`src/rtl/servo_pkg.sv`:
```
// Shared definitions for the servo PWM driver: FSM states, 100 MHz default
// timing constants and the pulse-width arithmetic helpers.
package servo_pkg;

    typedef enum logic [1:0] {
        IDLE     = 2'd0,
        RUN      = 2'd1,
        STOPPING = 2'd2
    } servo_state_t;

    // Defaults for a 100 MHz system clock driving a standard 50 Hz servo.
    localparam int unsigned DEF_W            = 32;
    localparam int unsigned DEF_FRAME_CYCLES = 2000000;  // 20 ms
    localparam int unsigned DEF_PW_MIN       = 50000;    // 0.5 ms
    localparam int unsigned DEF_PW_MAX       = 250000;   // 2.5 ms
    localparam int unsigned DEF_PW_RESET     = 150000;   // centre
    localparam int unsigned DEF_STEP         = 1000;     // per-frame slew

    // Force a requested pulse width into the legal window [lo, hi].
    // Done at 64 bits so any W up to 64 can share one helper.
    function automatic logic [63:0] clamp_pw(
        input logic [63:0] v,
        input logic [63:0] lo,
        input logic [63:0] hi
    );
        if (v < lo)
            return lo;
        else if (v > hi)
            return hi;
        else
            return v;
    endfunction

    // Move cur toward tgt by at most step. The difference is always taken
    // larger-minus-smaller, so unsigned subtraction never wraps.
    function automatic logic [63:0] step_toward(
        input logic [63:0] cur,
        input logic [63:0] tgt,
        input logic [63:0] step
    );
        if (tgt >= cur) begin
            if (tgt - cur <= step)
                return tgt;
            else
                return cur + step;
        end else begin
            if (cur - tgt <= step)
                return tgt;
            else
                return cur - step;
        end
    endfunction

endpackage

```
`src/rtl/servo_frame_timer.sv`:
```
// Frame position counter for the servo PWM. Counts 0..FRAME_CYCLES-1 while
// run is high and is parked at 0 otherwise. frame_tick marks the last cycle
// of every running frame.
module servo_frame_timer #(
    parameter int unsigned W            = 32,
    parameter int unsigned FRAME_CYCLES = 2000000
) (
    input  logic         clk,
    input  logic         rst_n,
    input  logic         run,
    output logic [W-1:0] cnt,
    output logic         frame_tick
);

    localparam logic [W-1:0] LAST = W'(FRAME_CYCLES - 1);

    // Combinational so the tick lines up with the cycle where cnt is LAST;
    // it is low in reset because cnt is held at 0 there.
    assign frame_tick = run && (cnt == LAST);

    // Count while running, wrap at the frame end, hold at 0 when stopped.
    always_ff @(posedge clk or negedge rst_n) begin
        if (!rst_n)
            cnt <= '0;
        else if (!run || frame_tick)
            cnt <= '0;
        else
            cnt <= cnt + W'(1);
    end

endmodule

```
`src/rtl/servo_pwm_driver.sv`:
```
// One-axis servo PWM driver: accepts clamped pulse-width targets over a
// valid/ready handshake, slews the active width toward the target once per
// frame and emits a registered 50 Hz PWM waveform on SERVO.
module servo_pwm_driver
    import servo_pkg::*;
#(
    parameter int unsigned W            = DEF_W,
    parameter int unsigned FRAME_CYCLES = DEF_FRAME_CYCLES,
    parameter int unsigned PW_MIN       = DEF_PW_MIN,
    parameter int unsigned PW_MAX       = DEF_PW_MAX,
    parameter int unsigned PW_RESET     = DEF_PW_RESET,
    parameter int unsigned STEP         = DEF_STEP
) (
    input  logic         CLK,
    input  logic         RST_N,
    input  logic         EN,
    input  logic         cmd_valid,
    output logic         cmd_ready,
    input  logic [W-1:0] cmd_pw,
    output logic         SERVO,
    output logic [W-1:0] pw_current,
    output logic         at_target,
    output logic         limit_hit,
    output logic         frame_tick
);

    localparam logic [W-1:0] PW_RESET_W = W'(PW_RESET);

    servo_state_t state;
    logic [W-1:0] target;
    logic [W-1:0] cnt;
    logic [W-1:0] cmd_clamped;
    logic [W-1:0] pw_next;
    logic         accept;
    logic         running;

    // Ready simply mirrors reset: there is no queue, a new command just
    // overwrites the target, so the driver can always take one.
    assign cmd_ready   = RST_N;
    assign accept      = cmd_valid && cmd_ready;
    assign running     = (state != IDLE);
    assign cmd_clamped = W'(clamp_pw(64'(cmd_pw), 64'(PW_MIN), 64'(PW_MAX)));
    assign pw_next     = W'(step_toward(64'(pw_current), 64'(target), 64'(STEP)));

    servo_frame_timer #(
        .W            (W),
        .FRAME_CYCLES (FRAME_CYCLES)
    ) u_timer (
        .clk        (CLK),
        .rst_n      (RST_N),
        .run        (running),
        .cnt        (cnt),
        .frame_tick (frame_tick)
    );

    // Run/stop sequencing plus the registered PWM pin. SERVO is high for
    // cnt in [0, pw_current), seen one cycle later, so the pulse spans
    // exactly pw_current cycles starting the cycle after cnt==0. A stop
    // request never cuts a frame short; a frame end with EN low always
    // parks the driver, whether or not STOPPING was visited first.
    always_ff @(posedge CLK or negedge RST_N) begin
        if (!RST_N) begin
            state <= IDLE;
            SERVO <= 1'b0;
        end else begin
            SERVO <= running && (cnt < pw_current);
            case (state)
                IDLE: begin
                    if (EN)
                        state <= RUN;
                end
                RUN: begin
                    if (!EN && frame_tick)
                        state <= IDLE;
                    else if (!EN)
                        state <= STOPPING;
                end
                STOPPING: begin
                    if (EN)
                        state <= RUN;
                    else if (frame_tick)
                        state <= IDLE;
                end
                default: state <= IDLE;
            endcase
        end
    end

    // Target capture, per-frame slew and status flags. Both the accept and
    // the frame-end update use pre-edge values, so a command landing on the
    // frame-end cycle only influences the following frame end.
    always_ff @(posedge CLK or negedge RST_N) begin
        if (!RST_N) begin
            target     <= PW_RESET_W;
            pw_current <= PW_RESET_W;
            at_target  <= 1'b1;
            limit_hit  <= 1'b0;
        end else begin
            limit_hit <= accept && (cmd_clamped != cmd_pw);
            if (accept)
                target <= cmd_clamped;
            if (frame_tick)
                pw_current <= pw_next;
            at_target <= (pw_current == target);
        end
    end

endmodule

```
`config.mk`:
```
export PLATFORM = sky130hd
export DESIGN_NAME = servo_pwm_driver
export DESIGN_NICKNAME = d
export VERILOG_FILES = /design/src/rtl/servo_pkg.sv /design/src/rtl/servo_frame_timer.sv /design/src/rtl/servo_pwm_driver.sv
export SDC_FILE = /design/constraint.sdc
export NUM_CORES = 1
export LEC_CHECK = 0
export CAP_MARGIN = 25
export CORE_ASPECT_RATIO = 1.25
export CORE_MARGIN = 2
export CORE_UTILIZATION = 65
export CTS_BUF_LIST = sky130_fd_sc_hd__clkbuf_8
export DETAILED_ROUTE_END_ITERATION = 6
export GPL_TIMING_DRIVEN = 0
export PLACE_DENSITY = 0.95
export SYNTH_ARGS = -nofsm -noshare
export SYNTH_HDL_FRONTEND = slang
export SYNTH_SLANG_ARGS = --single-unit
```
`constraint.sdc`:
```
create_clock -name CLK -period 12.55 [get_ports CLK]
set_input_delay 2.51 -clock CLK [delete_from_list [all_inputs] [get_ports CLK]]
set_output_delay 2.51 -clock CLK [all_outputs]
set_load 0.01 [all_outputs]
```
After elaboration in Yosys (flattened, before gate mapping)
Index checks and enable logic that the tools add are counted.
{ "totals": {"register_bits": 101, "in_bits": 36, "out_inout_bits": 37, "elab_cells": 49} }
{ "op_classes": {"n_addsub": 5, "magnitude_cmp": 6, "eq_ne": 8, "muxes": 12, "reduce_logical": 11} }
{ "op_table": {"columns": ["cell", "n"], "rows": [
  ["$mux 32", 6],
  ["$le 64x10->1 const B", 2],
  ["$sub 32x32->33", 2],
  ["$add 32x1->32 const B", 1],
  ["$add 32x10->32 const B", 1],
  ["$eq 32x21->1 const B", 1],
  ["$eq 32x32->1", 1],
  ["$ge 32x32->1", 1],
  ["$gt 32x18->1 const B", 1],
  ["$lt 32x16->1 const B", 1],
  ["$lt 32x32->1", 1],
  ["$ne 32x32->1", 1],
  ["$sub 32x10->32 const B", 1],
  ["$mux 2", 5],
  ["$ne 3x3->1 const B", 2],
  ["$pmux 2 s3", 1],
  ["$logic_and 1x1->1", 5],
  ["$reduce_and 3->1", 1],
  ["$eq 2x1->1 const B", 1],
  ["$eq 2x2->1 const B", 1],
  ["$logic_not 1->1", 2],
  ["$logic_not 2->1", 1],
  ["$ne 2x2->1 const B", 1],
  ["$reduce_bool 2->1", 1],
  ["$logic_or 1x1->1", 1]
]} }

Depth between registers and ports, before layout
{ "depth": {"ltp_word": 5, "depth_mapped": 17, "mapped_depth_nobuf": 13} }

Cells and area by module
Synthesis repeated with hierarchy kept, for this count alone.
{ "unflattened": {"hier_cells": 1433, "hier_area_um2": 10978.0} }
{ "by_module_without_submodules": {"columns": ["mod", "n_inst", "cells_each", "area_per_inst_um2", "seq_area_each_um2"], "rows": [
  ["servo_pwm_driver", 1, 1244, 9115.0, 1747.9],
  ["servo_frame_timer", 1, 189, 1863.0, 800.8]
]} }

Worst setup path before layout
Ideal clock, no wire load.
{ "synth_timing": {"path_kind": "input -> output", "startpoint": "in RST_N", "endpoint": "out cmd_ready", "arrival_time_ps": 2629, "t_required_ps": 10040, "path_slack_ps": 7411, "path_stages": 1, "n_path_buf": 1, "path_cell_list": "buf_4"} }
{ "synth_rtl": {"columns": ["element", "line_no", "rtl"], "rows": [
  ["start, declared", "servo_pwm_driver.sv:15", "input logic RST_N,"],
  ["end, declared", "servo_pwm_driver.sv:18", "output logic cmd_ready,"]
]} }
No word-level cell between the ends.

Worst setup path in the final report
{ "layout_timing": {"startpoint": "in RST_N", "endpoint": "out cmd_ready"} }
No word-level cell between the ends.

==> results.md <==
- Outcome: finished, final reports clean
- Hold WC Path Type: reg -> reg
- R2R Setup Slk: 6.99 ns
- Max-slew violation count: 0
- Synth cell types: 86
- Die area: between 15000 and 20000 um2
- Area grow syn2layout: 11.2%
- R2r worst-path depth: 16
- DR WL/cell: 22.7 um
- Tcrit/Tclk final: between 50% and 60%
- TritonCTS buffer count: 9
- Pleak: approximately 5.3 nW
- HP Start: target[6]
- Cell area power density: 56.3 nW/um2
- CTS clock-pin slew for the worst setup and hold paths: 0.11 ns
- Drt total wl: 39300 um
- Ys async rst share: 100%
- Postcts setup bufs: 0
- CP Data Required Time: roughly 10 ns
- Initial antenna violation count: 0
- Largest net degree at the start of global routing: 59
- Hold path cells: 2
- Mapped Cells: approximately 1400
- CTS tree: built
- Post-synthesis sequential area ratio: between 20% and 30%
- FP Rows: 53
- Cts repair resizes: 0
- Mean Syn Cell Area: about 7.7 um2
- Worst relative slew slack: approximately a third
- Ys Warns: 0
- EDFF count, synth: 0
- Vias in the first global route: approximately 12000
- FF+latch count, synth: 101
- Drt pass-1 iters: 6
- Fin Setup TNS: 0 ns
- Worst-Margin Slew: around 0.99 ns
- CP max FO: 58
- Vias post-DR: about 12000
- Crit-path max cell delay: approximately 0.52 ns
- Worst endpoint data arrival time: between 4 and 5 ns
- CP cell instances: buf_4 -> buf_16 -> buf_4 -> clkdlybuf4s50_1
- Drt via density: approximately 7
- Max Freq: 0.153 GHz
- Hold path endpoint: target[6]
- Worst Setup Start Kind: input pin
- DR iter-0 viols: around 1500
- CP max stage cell: clkdlybuf4s50_1
- CTS Root Cell: clkbuf_8
- Initial Util: 65.7%
- Final hold violations: 0
- Max-cap check violation count: 0
- Longest Clk Path Bufs: 2
- Most common cell after layout, fill and taps aside: a21oi_1
- Reg2Reg Launch Point: pw_current[14]
- Most Frequent Cell on Critical Path: buf_4
- Port bufs: 72
- Antenna Cells: 0
- Max VDD drop: around 0.000075 V
- Die width: 120 um
- Drt drc: 0
- Period minus WS final: approximately 6.6 ns
- Net count, final: 1640
- Final HPWL DP: roughly 31000 um
- Unrepaired setup endpoints after global routing: false
- CTS sink cnt: roughly 100
- Worst-Skew Late Latency: 0.38 ns
- Final setup violation count: 0
- Synth Flop Type: dfrtp_1
- Gr ovfl total: 0
- Reg2reg end: pw_current[6]
- Cells after DPL: about 1700
- First-pass GRT wire length: just over 60000 um
- # IOs: 73
- Commonest cells after routing, fill and taps aside: a21oi_1 (141), nor2_1 (129), nand2_1 (125)
- Crit. End Element: output pin
- H-tree depth: 3
- Final Non-Filler Cells: about 1700
- Netlist Area Pre-Place: ~11000 um2
- Worst clock skew: around 0.018 ns
- Gpl congestion: between 1 and 1.5
- Cts hold-fix bufs: 0
- All-Layer GR Usage: a little over two fifths
- Post-Synthesis Net Count: 1556
- WS Path Type: in -> out
- Post-DRT Antenna Nets: 0
- Core area: 16700 um2
- Share of cells above drive strength 1: under 10%
- Chip height: ~150 um
## critical path: cells and delay by family
family | cells | cell delay [ns]
buf+inv | 4 | 1.51
## registers in the layout (all words and copies together), names as in the netlist
name         cells
limit_hit        1
pw_current      32
at_target        1
state            2
SERVO            1
target          32
u_timer.cnt     32
## metal layers
metal  routed length (um)  vias to the layer above  global-route usage, %
li1                     -                     5430                      -
met5                    0                        -                      0
met2                18400                      826                   72.9
met3                 3290                      211                   5.20
met4                 2770                        0                   26.7
met1                14800                     5707                   52.7
## synth_stat cells (13+ instances only)
cell / count / area, um2
nor3_1: 41 / 205
mux2i_1: 25 / 250
a211oi_1: 13 / 97.6
o21bai_1: 13 / 97.6
and3_1: 14 / 87.6
o21ai_0: 82 / 410
a31oi_1: 17 / 106
xor2_1: 31 / 272
nand4_1: 41 / 257
nand3_1: 39 / 195
or3_1: 19 / 119
a21o_1: 30 / 225
ha_1: 98 / 1230
and4_1: 14 / 123
nor4_1: 22 / 138
nor2_1: 129 / 484
dfrtp_1: 84 / 2100
nand2_1: 125 / 469
clkbuf_1: 42 / 158
inv_1: 77 / 289
dfstp_2: 17 / 447
a21oi_1: 141 / 706
xnor2_1: 58 / 508
## final cells by class
type | instances | area (um2)
Fill cell | 1367 | 4500
Multi-Input combinational cell | 1174 | 7810
Sequential cell | 101 | 2550
Tap cell | 220 | 275
Inverter | 79 | 297
Timing Repair Buffer | 73 | 746
Clock inverter | 6 | 68.8
Buffer | 68 | 323
Clock buffer | 10 | 138
## report_power, final
group          switching (mW)  total [mW]  internal (mW)  leakage [nW]
clock network           0.124       0.224          0.100         0.109
logic                  0.0700       0.121         0.0508          3.84
registers             0.00864       0.342          0.334          1.33
total                   0.203       0.687          0.485          5.28
## cell families (layout without fill, tap and decap cells)
group	after synthesis	in the layout	synth area share, %
buffers and inverters	147	236	5.64
XOR/XNOR	89	89	7.10
AND/OR/NAND/NOR	516	516	24.1
flip-flops	101	101	23.2
adder cells (fa/ha/maj)	98	98	11.2
multiplexers	29	29	2.71
AO/OA/AOI/OAI	442	442	26.1
## worst max-delay path by stage
stage | start | end | slack, ns | cells after the start
finish | RST_N | cmd_ready | 6.00 | 4
global placement | RST_N | cmd_ready | 2.77 | 3
global route | RST_N | cmd_ready | 5.82 | 4
detailed placement | RST_N | cmd_ready | 5.95 | 4
floorplan | RST_N | cmd_ready | 7.41 | 1
CTS | RST_N | cmd_ready | 5.95 | 4
## stage by stage
| step | cell area [um2] | hold slack, ns | setup WS [ns] | total power [mW] | util (%) |
|---|---|---|---|---|---|
| 2_1_floorplan | 11000 | 0.466 | 7.41 | 0.416 | - |
| 3_3_place_gp | 12000 | 0.494 | 2.77 | 0.459 | 71.7 |
| 3_5_place_dp | 12000 | 0.505 | 5.95 | 0.465 | 71.8 |
| 4_1_cts | 12200 | 0.522 | 5.95 | 0.683 | 73.1 |
| 5_1_grt | 12200 | 0.546 | 5.82 | 0.711 | 73.1 |
| 6_report | 12200 | 0.527 | 6.00 | 0.687 | 73.1 |
(Power assumes the default switching activity.)
